`config.mk`:
```
export PLATFORM = sky130hd
export DESIGN_NAME = memory_cycle
export DESIGN_NICKNAME = d
export VERILOG_FILES = /design/src/rtl/mem_pkg.sv /design/src/rtl/lsu_align.sv /design/src/rtl/memory_cycle.sv
export SDC_FILE = /design/constraint.sdc
export NUM_CORES = 1
export LEC_CHECK = 0
export ABC_CLOCK_PERIOD_IN_PS = 3300
export BUFFER_PORTS_ARGS = -buffer_cell sky130_fd_sc_hd__buf_2
export CORE_AREA = 2 2 171 173
export CTS_BUF_LIST = sky130_fd_sc_hd__clkbuf_4
export DETAILED_ROUTE_END_ITERATION = 8
export DIE_AREA = 0 0 173 175
export SLEW_MARGIN = 20
export SYNTH_ARGS = -nofsm -noshare
export SYNTH_HDL_FRONTEND = slang
export SYNTH_SLANG_ARGS = --single-unit
```
`constraint.sdc`:
```
create_clock -name i_mem_clk -period 3.3 [get_ports i_mem_clk]
set_clock_uncertainty 0.2 [all_clocks]
set_input_delay 0 -clock i_mem_clk [delete_from_list [all_inputs] [get_ports i_mem_clk]]
set_output_delay 0 -clock i_mem_clk [all_outputs]
set_load 0.02 [all_outputs]
```
`src/rtl/mem_pkg.sv`:
```
// Shared encodings for the MEM stage: access sizes, write-back selects,
// control-flow opcodes and the data-memory handshake FSM states.
package mem_pkg;

    localparam logic [2:0] SLT_B  = 3'b000;
    localparam logic [2:0] SLT_H  = 3'b001;
    localparam logic [2:0] SLT_W  = 3'b010;
    localparam logic [2:0] SLT_BU = 3'b100;
    localparam logic [2:0] SLT_HU = 3'b101;

    localparam logic [1:0] WB_ALU  = 2'b00;
    localparam logic [1:0] WB_LOAD = 2'b01;
    localparam logic [1:0] WB_PC4  = 2'b10;

    localparam logic [6:0] OP_BRANCH = 7'b1100011;
    localparam logic [6:0] OP_JAL    = 7'b1101111;
    localparam logic [6:0] OP_JALR   = 7'b1100111;

    typedef enum logic [0:0] {
        IDLE = 1'b0,
        BUSY = 1'b1
    } mem_state_e;

    // Size field low bits: 00 byte, 01 half, 10 word (bit 2 only selects zero-extension).
    function automatic logic is_misaligned(input logic [1:0] size, input logic [1:0] addr_lo);
        logic mis;
        case (size)
            2'b01:   mis = addr_lo[0];
            2'b10:   mis = (addr_lo != 2'b00);
            default: mis = 1'b0;
        endcase
        return mis;
    endfunction

endpackage

```
`src/rtl/lsu_align.sv`:
```
// Store lane replication / byte-enable generation and load lane extraction
// with sign or zero extension.
module lsu_align
    import mem_pkg::*;
(
    input  logic [1:0]  i_addr_lo,
    input  logic [2:0]  i_slt,
    input  logic [31:0] i_rs2,
    input  logic [31:0] i_rdata,
    output logic [31:0] o_wdata,
    output logic [3:0]  o_be,
    output logic [31:0] o_ld_data
);

    logic [7:0]  byte_s;
    logic [15:0] half_s;

    assign byte_s = i_rdata[{i_addr_lo, 3'b000} +: 8];
    assign half_s = i_addr_lo[1] ? i_rdata[31:16] : i_rdata[15:0];

    // Store data replicated to every lane so the byte enables alone pick the target bytes.
    always_comb begin
        o_wdata = i_rs2;
        o_be    = 4'b1111;
        case (i_slt[1:0])
            2'b00: begin
                o_wdata = {4{i_rs2[7:0]}};
                o_be    = 4'b0001 << i_addr_lo;
            end
            2'b01: begin
                o_wdata = {2{i_rs2[15:0]}};
                o_be    = 4'b0011 << {i_addr_lo[1], 1'b0};
            end
            default: begin
                o_wdata = i_rs2;
                o_be    = 4'b1111;
            end
        endcase
    end

    always_comb begin
        o_ld_data = 32'h0000_0000;
        case (i_slt)
            SLT_B:   o_ld_data = {{24{byte_s[7]}}, byte_s};
            SLT_BU:  o_ld_data = {24'h00_0000, byte_s};
            SLT_H:   o_ld_data = {{16{half_s[15]}}, half_s};
            SLT_HU:  o_ld_data = {16'h0000, half_s};
            SLT_W:   o_ld_data = i_rdata;
            default: o_ld_data = 32'h0000_0000;
        endcase
    end

endmodule

```
`src/rtl/memory_cycle.sv`:
```
// MEM stage of the RV32I pipeline: branch/jump resolution, request/ack data
// memory access with pipeline stall, and the MEM/WB pipeline register.
module memory_cycle
    import mem_pkg::*;
(
    input  logic        i_mem_clk,
    input  logic        i_mem_reset_n,
    input  logic [31:0] i_mem_pc,
    input  logic [31:0] i_mem_inst,
    input  logic [31:0] i_mem_alu_data,
    input  logic [31:0] i_mem_rs2_data,
    input  logic        i_mem_lsu_wren,
    input  logic [2:0]  i_mem_slt_sl,
    input  logic [1:0]  i_mem_wb_sel,
    input  logic        i_mem_rd_wren,
    input  logic        i_mem_br_equal,
    input  logic        i_mem_br_less,
    output logic        o_dmem_req,
    output logic        o_dmem_we,
    output logic [31:0] o_dmem_addr,
    output logic [31:0] o_dmem_wdata,
    output logic [3:0]  o_dmem_be,
    input  logic [31:0] i_dmem_rdata,
    input  logic        i_dmem_ack,
    output logic        o_mem_stall,
    output logic        o_mem_flush,
    output logic        o_mem_pc_sel,
    output logic [31:0] o_mem_pc_target,
    output logic [31:0] o_mem_fwd_alu_data,
    output logic        o_mem_misalign,
    output logic [31:0] o_mem_pc_wb,
    output logic [31:0] o_mem_inst_wb,
    output logic [31:0] o_mem_alu_data_wb,
    output logic [31:0] o_mem_ld_data_wb,
    output logic [1:0]  o_mem_wb_sel_wb,
    output logic        o_mem_rd_wren_wb
);

    mem_state_e  state_q, state_d;
    logic [31:0] addr_q, addr_d, rs2_q, rs2_d;
    logic [2:0]  slt_q, slt_d;
    logic        we_q, we_d;
    logic        misalign_q, misalign_d;
    logic [31:0] pc_wb_q, pc_wb_d, inst_wb_q, inst_wb_d, alu_wb_q, alu_wb_d, ld_wb_q, ld_wb_d;
    logic [1:0]  wb_sel_wb_q, wb_sel_wb_d;
    logic        rd_wren_wb_q, rd_wren_wb_d;

    logic        mem_op_s, misalign_s, req_s, dmem_req_s, stall_s, done_s, taken_s;
    logic [31:0] acc_addr_s, acc_rs2_s, wdata_s, ld_data_s;
    logic [2:0]  acc_slt_s;
    logic        acc_we_s;
    logic [3:0]  be_s;
    logic [6:0]  opcode_s;
    logic [2:0]  funct3_s;

    assign mem_op_s   = i_mem_lsu_wren | (i_mem_wb_sel == WB_LOAD);
    assign misalign_s = mem_op_s & is_misaligned(i_mem_slt_sl[1:0], i_mem_alu_data[1:0]);
    assign opcode_s   = i_mem_inst[6:0];
    assign funct3_s   = i_mem_inst[14:12];

    // Handshake state register.
    always_ff @(posedge i_mem_clk or negedge i_mem_reset_n) begin
        if (!i_mem_reset_n) begin
            state_q <= IDLE;
        end else begin
            state_q <= state_d;
        end
    end

    // Next state: a same-cycle ack completes the access without leaving IDLE.
    always_comb begin
        state_d = state_q;
        case (state_q)
            IDLE:    state_d = (req_s && !i_dmem_ack) ? BUSY : IDLE;
            BUSY:    state_d = i_dmem_ack ? IDLE : BUSY;
            default: state_d = IDLE;
        endcase
    end

    // Request and access fields; BUSY replays the fields captured at issue.
    always_comb begin
        req_s      = 1'b0;
        acc_addr_s = i_mem_alu_data;
        acc_rs2_s  = i_mem_rs2_data;
        acc_slt_s  = i_mem_slt_sl;
        acc_we_s   = i_mem_lsu_wren;
        case (state_q)
            IDLE: req_s = mem_op_s & ~misalign_s;
            BUSY: begin
                req_s      = 1'b1;
                acc_addr_s = addr_q;
                acc_rs2_s  = rs2_q;
                acc_slt_s  = slt_q;
                acc_we_s   = we_q;
            end
            default: req_s = 1'b0;
        endcase
    end

    lsu_align u_lsu_align (
        .i_addr_lo (acc_addr_s[1:0]),
        .i_slt     (acc_slt_s),
        .i_rs2     (acc_rs2_s),
        .i_rdata   (i_dmem_rdata),
        .o_wdata   (wdata_s),
        .o_be      (be_s),
        .o_ld_data (ld_data_s)
    );

    assign dmem_req_s = req_s & i_mem_reset_n;
    assign stall_s    = dmem_req_s & ~i_dmem_ack;
    assign done_s     = dmem_req_s & i_dmem_ack;

    // Branch / jump decision; br_less already carries signedness from EX.
    always_comb begin
        taken_s = 1'b0;
        case (opcode_s)
            OP_BRANCH: begin
                case (funct3_s)
                    3'b000:         taken_s = i_mem_br_equal;
                    3'b001:         taken_s = ~i_mem_br_equal;
                    3'b100, 3'b110: taken_s = i_mem_br_less;
                    3'b101, 3'b111: taken_s = ~i_mem_br_less;
                    default:        taken_s = 1'b0;
                endcase
            end
            OP_JAL, OP_JALR: taken_s = 1'b1;
            default:         taken_s = 1'b0;
        endcase
    end

    assign o_dmem_req         = dmem_req_s;
    assign o_dmem_we          = acc_we_s & i_mem_reset_n;
    assign o_dmem_addr        = {acc_addr_s[31:2], 2'b00} & {32{i_mem_reset_n}};
    assign o_dmem_wdata       = wdata_s & {32{i_mem_reset_n}};
    assign o_dmem_be          = be_s & {4{i_mem_reset_n}};
    assign o_mem_stall        = stall_s;
    assign o_mem_flush        = taken_s & ~stall_s & i_mem_reset_n;
    assign o_mem_pc_sel       = o_mem_flush;
    assign o_mem_pc_target    = {i_mem_alu_data[31:1], i_mem_alu_data[0] & (opcode_s != OP_JALR)}
                                & {32{i_mem_reset_n}};
    assign o_mem_fwd_alu_data = i_mem_alu_data & {32{i_mem_reset_n}};

    // Access capture, misalign flag and MEM/WB next values (bubble while stalled).
    always_comb begin
        addr_d     = addr_q;
        rs2_d      = rs2_q;
        slt_d      = slt_q;
        we_d       = we_q;
        misalign_d = (state_q == IDLE) & misalign_s;
        if (state_q == IDLE) begin
            addr_d = i_mem_alu_data;
            rs2_d  = i_mem_rs2_data;
            slt_d  = i_mem_slt_sl;
            we_d   = i_mem_lsu_wren;
        end else begin
            addr_d = addr_q;
            rs2_d  = rs2_q;
            slt_d  = slt_q;
            we_d   = we_q;
        end
        if (stall_s) begin
            pc_wb_d      = 32'h0000_0000;
            inst_wb_d    = 32'h0000_0000;
            alu_wb_d     = 32'h0000_0000;
            ld_wb_d      = 32'h0000_0000;
            wb_sel_wb_d  = 2'b00;
            rd_wren_wb_d = 1'b0;
        end else begin
            pc_wb_d      = i_mem_pc;
            inst_wb_d    = i_mem_inst;
            alu_wb_d     = i_mem_alu_data;
            ld_wb_d      = (done_s && !acc_we_s) ? ld_data_s : 32'h0000_0000;
            wb_sel_wb_d  = i_mem_wb_sel;
            rd_wren_wb_d = i_mem_rd_wren & ~misalign_s;
        end
    end

    // Access capture, misalign flag and MEM/WB pipeline register.
    always_ff @(posedge i_mem_clk or negedge i_mem_reset_n) begin
        if (!i_mem_reset_n) begin
            addr_q       <= 32'h0000_0000;
            rs2_q        <= 32'h0000_0000;
            slt_q        <= 3'b000;
            we_q         <= 1'b0;
            misalign_q   <= 1'b0;
            pc_wb_q      <= 32'h0000_0000;
            inst_wb_q    <= 32'h0000_0000;
            alu_wb_q     <= 32'h0000_0000;
            ld_wb_q      <= 32'h0000_0000;
            wb_sel_wb_q  <= 2'b00;
            rd_wren_wb_q <= 1'b0;
        end else begin
            addr_q       <= addr_d;
            rs2_q        <= rs2_d;
            slt_q        <= slt_d;
            we_q         <= we_d;
            misalign_q   <= misalign_d;
            pc_wb_q      <= pc_wb_d;
            inst_wb_q    <= inst_wb_d;
            alu_wb_q     <= alu_wb_d;
            ld_wb_q      <= ld_wb_d;
            wb_sel_wb_q  <= wb_sel_wb_d;
            rd_wren_wb_q <= rd_wren_wb_d;
        end
    end

    assign o_mem_misalign    = misalign_q;
    assign o_mem_pc_wb       = pc_wb_q;
    assign o_mem_inst_wb     = inst_wb_q;
    assign o_mem_alu_data_wb = alu_wb_q;
    assign o_mem_ld_data_wb  = ld_wb_q;
    assign o_mem_wb_sel_wb   = wb_sel_wb_q;
    assign o_mem_rd_wren_wb  = rd_wren_wb_q;

endmodule

```
==> results.md, run 1 <==
- Initial Util: 0.314
- IO Pins: 441
- Gpl congestion: 0.839
- Halt Stage: clock tree synthesis (4_1_cts)
- Setup Fix Bufs, Post-CTS: 1
- #FFs+latches synth: 201
- Rows: 62
- Syn Inst Count: 773
- Longest Clk Path Bufs: 3
- CTS sink count: 201
- Yosys Warn Count: 0
- Num CTS Buffers: 55
- Sequential share of the synthesized area: 0.565
- Htree depth: 2
- Pre-CTS setup slack: 0.494 ns
- Status: stopped before the end
- Cells after DPL: 1530
- # hold bufs at CTS: 326
- Post-CTS Resized: 1
- Die Height: 175 um
- Ys async rst share: 1.00
- Final HPWL DP: 20.7 mm
- Error: [ERROR RSZ-0060] Max buffer count reached.
- Post-Syn Area: 0.00890 mm2
- Synthesized area per cell: 11.5 um2
- EDFF count, synth: 0
- Prevailing post-synth register cell: dfrtp_1
- Placed instance area: 0.0113 mm2
- Die width: 173 um
- Unique cell type count in the Yosys netlist: 53
- IO Port Bufs: 438
- Root buf cell: clkbuf_4
## Yosys cell counts, types with 2 or more instances
cell type,n,share of area
buf_2,11,0.0062
a31oi_2,10,0.014
clkbuf_1,28,0.012
nand2b_1,2,0.0014
nor2_1,25,0.011
o22a_1,7,0.0069
o21a_1,2,0.0017
o21ai_0,8,0.0045
and2_1,62,0.044
a21oi_1,11,0.0062
mux2_2,48,0.061
nor3_1,3,0.0017
nand3_1,3,0.0017
and3_1,8,0.0056
inv_1,25,0.011
nor3b_1,10,0.0084
or2_2,2,0.0014
o211a_1,8,0.0090
a31oi_1,15,0.011
mux2i_1,33,0.037
buf_4,36,0.030
nand4bb_1,2,0.0025
ha_1,2,0.0028
o41ai_1,2,0.0020
nand2_1,60,0.025
a211oi_1,12,0.010
nor2b_1,108,0.076
buf_6,4,0.0051
dfrtp_1,201,0.57
xor2_1,2,0.0020
## cell families after synthesis
logic type | count (synthesis) | synth area share
adder cells (fa/ha/maj) | 2 | 0.00281
XOR/XNOR | 2 | 0.00197
AO/OA/AOI/OAI | 84 | 0.0731
other | 1 | 0.000421
multiplexers | 84 | 0.104
flip-flops | 201 | 0.565
AND/OR/NAND/NOR | 293 | 0.187
buffers and inverters | 106 | 0.0651
## per-stage QoR
stage / util / hold WS, ns
detailed placement: 0.397 / -0.246
global placement: 0.397 / -0.251
floorplan: - / -0.496
==> inputs of run 2 (changes only) <==
- CORE_AREA: 2 2 171 173 -> default
- CORE_MARGIN: default -> 2
- CORE_UTILIZATION: default -> 25
- CTS_BUF_LIST: sky130_fd_sc_hd__clkbuf_4 -> default
- DIE_AREA: 0 0 173 175 -> default
- PLACE_DENSITY_LB_ADDON: default -> 0.15
==> results.md, run 2 <==
- Status: complete, no violations
- Die area: 0.0371 mm2
- #FFs+latches synth: 201 (unchanged)
- Min-Delay Startpoint: i_mem_rs2_data[21]
- FF-to-FF path depth: 6
- Final WL: 32.3 mm
- Setup TNS after final layout: 0 ns
- Clk Latency, worst-skew pair: 0.52 ns
- DR pass1 iterations: 4
- Clock slew at reported path FFs: 0.06 ns
- Peak Freq: 322 MHz
- Most frequent cells in the layout: buf_2, dlygate4sd3_1, dfrtp_1
- 1st-iter DRT viols: 185
- Setup violators final: 0
- R2r endpoint: o_mem_ld_data_wb[6]$_DFF_PN0_
- Layout cells sized above 1: 0.381
- Largest area contributor in the synthesized netlist: dfrtp_1
- Max FO, Critical Path: 32
- Die Height: 193 um (+10%)
- Gr ovfl total: 0
- Unique cell type count in the Yosys netlist: 53 (unchanged)
- DRT antenna net count: 0
- Share of the synthesized area in the top cell type: 0.565 (unchanged)
- Gpl congestion: 0.773 (-7.8%)
- Htree depth: 1 (-1)
- Syn Inst Count: 773 (unchanged)
- Most frequent cell after synthesis: dfrtp_1
- Worst-Margin Slew: 0.838 ns
- Prevailing post-synth register cell: dfrtp_1
- Fillers: 3442
- DRC: 0
- Hold path depth: 3
- Yosys Warn Count: 0 (unchanged)
- Placed instance area: 0.0114 mm2 (+1.2%)
- Most common cell after layout, fill and taps aside: buf_2
- DR vias: 8323
- Longest Clk Path Bufs: 3 (unchanged)
- Post-Synth XOR/XNOR Area: 0.00197 (unchanged)
- Post-synthesis mux area share: 0.104 (unchanged)
- Vias in the first global route: 8270
- DR WL/cell: 16.6 um
- IO Port Bufs: 438 (unchanged)
- IO Pins: 441 (unchanged)
- Global-route wire length before repair: 47.2 mm
- Area Growth Syn to Fin: 70.4%
- Ys async rst share: 1.00 (unchanged)
- All-Layer GR Usage: 0.164
- Final Hold Fails: 0
- Data required time of the worst path: 3.55 ns
- R2R setup slack: 0.20 ns
- Final HPWL DP: 21.8 mm (+5.7%)
- Synth top cells by count: dfrtp_1, nor2b_1, and2_1
- CTS sink count: 201 (unchanged)
- Setup crit end kind: flop
- Adder-cell share of the synthesized area: 0.00281 (unchanged)
- Synth Area in Compound Gates: 0.0731 (unchanged)
- HP Class: input port to flop
- Antenna violations before repair: 3
- Pre-CTS setup slack: 0.449 ns (-0.0450 ns)
- EDFF count, synth: 0 (unchanged)
- Layout Utilization: 0.430
- Drt via density: 4.27
- Tcrit/Tclk final: 0.941
- Num CTS Buffers: 24 (-56%)
- Main combinational cell family by area after synthesis: simple AND/OR/NAND/NOR gates
- Post-Syn Area: 0.00890 mm2 (unchanged)
- Tmin final: 3.10 ns
- Worst Hold Endpoint: rs2_q[21]$_DFF_PN0_
- Reg-to-Reg Start: state_q$_DFF_PN0_
- Sequential share of the synthesized area: 0.565 (unchanged)
- Leakage: 7.54 nW
- Rows: 69 (+11%)
- Synthesized area per cell: 11.5 um2 (unchanged)
- Largest net degree at the start of global routing: 111
- Root buf cell: clkbuf_16
- Max Cap Viol: 0
- CTS tree: yes
- RSZ-0062 raised after global routing: no
- Final instance area: 0.0152 mm2
- Max IR drop VDD: 0.335 mV
- Initial Util: 0.252 (-0.0614)
- CP arrival: 3.35 ns
- Die width: 193 um (+11%)
- Slew Limit Fails: 0
- Power Density: 465 mW/mm2
- Startpoint types: flop
- Core area: 0.0353 mm2
- Slew headroom: 0.439
- Layout Nets: 1646
- Synth top area cells: dfrtp_1, nor2b_1, mux2_2
- Synth Area in Simple Gates: 0.187 (unchanged)
- Final worst-path setup slack: 0.196 ns
- Worst setup path class: flop to flop
run 2: worst max path at each step:
stage | start | endpoint | slack [ns] | cells after the start
3_3_place_gp | state_q$_DFF_PN0_ | o_mem_ld_data_wb[18]$_DFF_PN0_ | 0.53 | 4
4_1_cts | state_q$_DFF_PN0_ | o_mem_ld_data_wb[7]$_DFF_PN0_ | 0.08 | 6
5_1_grt | state_q$_DFF_PN0_ | o_mem_ld_data_wb[6]$_DFF_PN0_ | 0.02 | 6
3_5_place_dp | state_q$_DFF_PN0_ | o_mem_ld_data_wb[20]$_DFF_PN0_ | 0.45 | 4
2_1_floorplan | state_q$_DFF_PN0_ | o_dmem_wdata[26] | 1.0 | 7
6_report | state_q$_DFF_PN0_ | o_mem_ld_data_wb[6]$_DFF_PN0_ | 0.20 | 6
run 2: power by group:
group | internal (mW) | leakage, nW | switching, mW
combinational | 0.772 | 4.70 | 0.921
clock | 1.57 | 0.381 | 1.05
sequential | 2.66 | 2.46 | 0.0674
run 2: critical path: stages, from the launching register on:
cell,delay [ns]
dfrtp_4,0.73
mux2i_2,0.41
o311ai_1,0.16
or4b_1,0.47
buf_4,0.27
a21oi_1,0.18
dlygate4sd3_1,0.58
run 2: cell type report:
type,count,area [um2],share of cell area
timing repair buffer,752,5350,0.353
sequential,201,5030,0.332
multi-input combinational,467,3320,0.219
clock buffer,33,674,0.0445
tap,461,577,0.0380
inverter,26,104,0.00685
clock inverter,7,96.3,0.00635
antenna,3,7.51,0.000495
run 2: cell families (layout without fill, tap and decap cells):
kind of cell / count (synthesis) / count (layout)
muxes: 84 / 84
and+or+nand+nor: 293 / 293
DFF: 201 / 201
adders and majority gates: 2 / 2
other: 1 / 5
AOI/OAI and AO/OA: 84 / 84
buffers and inverters: 106 / 818
xor gates and xnor gates: 2 / 2
run 2: per-stage QoR:
step	instances	hold slack (ns)	power, mW
finish	1950	0.0695	7.05
global route	1950	0.0598	7.40
CTS	1944	0.0436	7.16
detailed placement	1611	-0.249	4.16
global placement	1611	-0.247	4.16
floorplan	774	-0.496	3.61
run 2: metal layers:
metal / track usage / vias up / wire [um]
met4: 0.0473 / 0 / 848
li1: - / 3944 / -
met3: 0.0424 / 49 / 2660
met1: 0.191 / 4028 / 12400
met2: 0.295 / 302 / 16400
met5: 0 / - / 0
run 2: timing repair:
action,in CTS,in global routing
hold buffers,293,0
setup buffers,0,3
endpoints found under the hold margin,401,0
setup endpoints to repair,0,8
gates resized for setup,0,3
(Power assumes the default switching activity.)
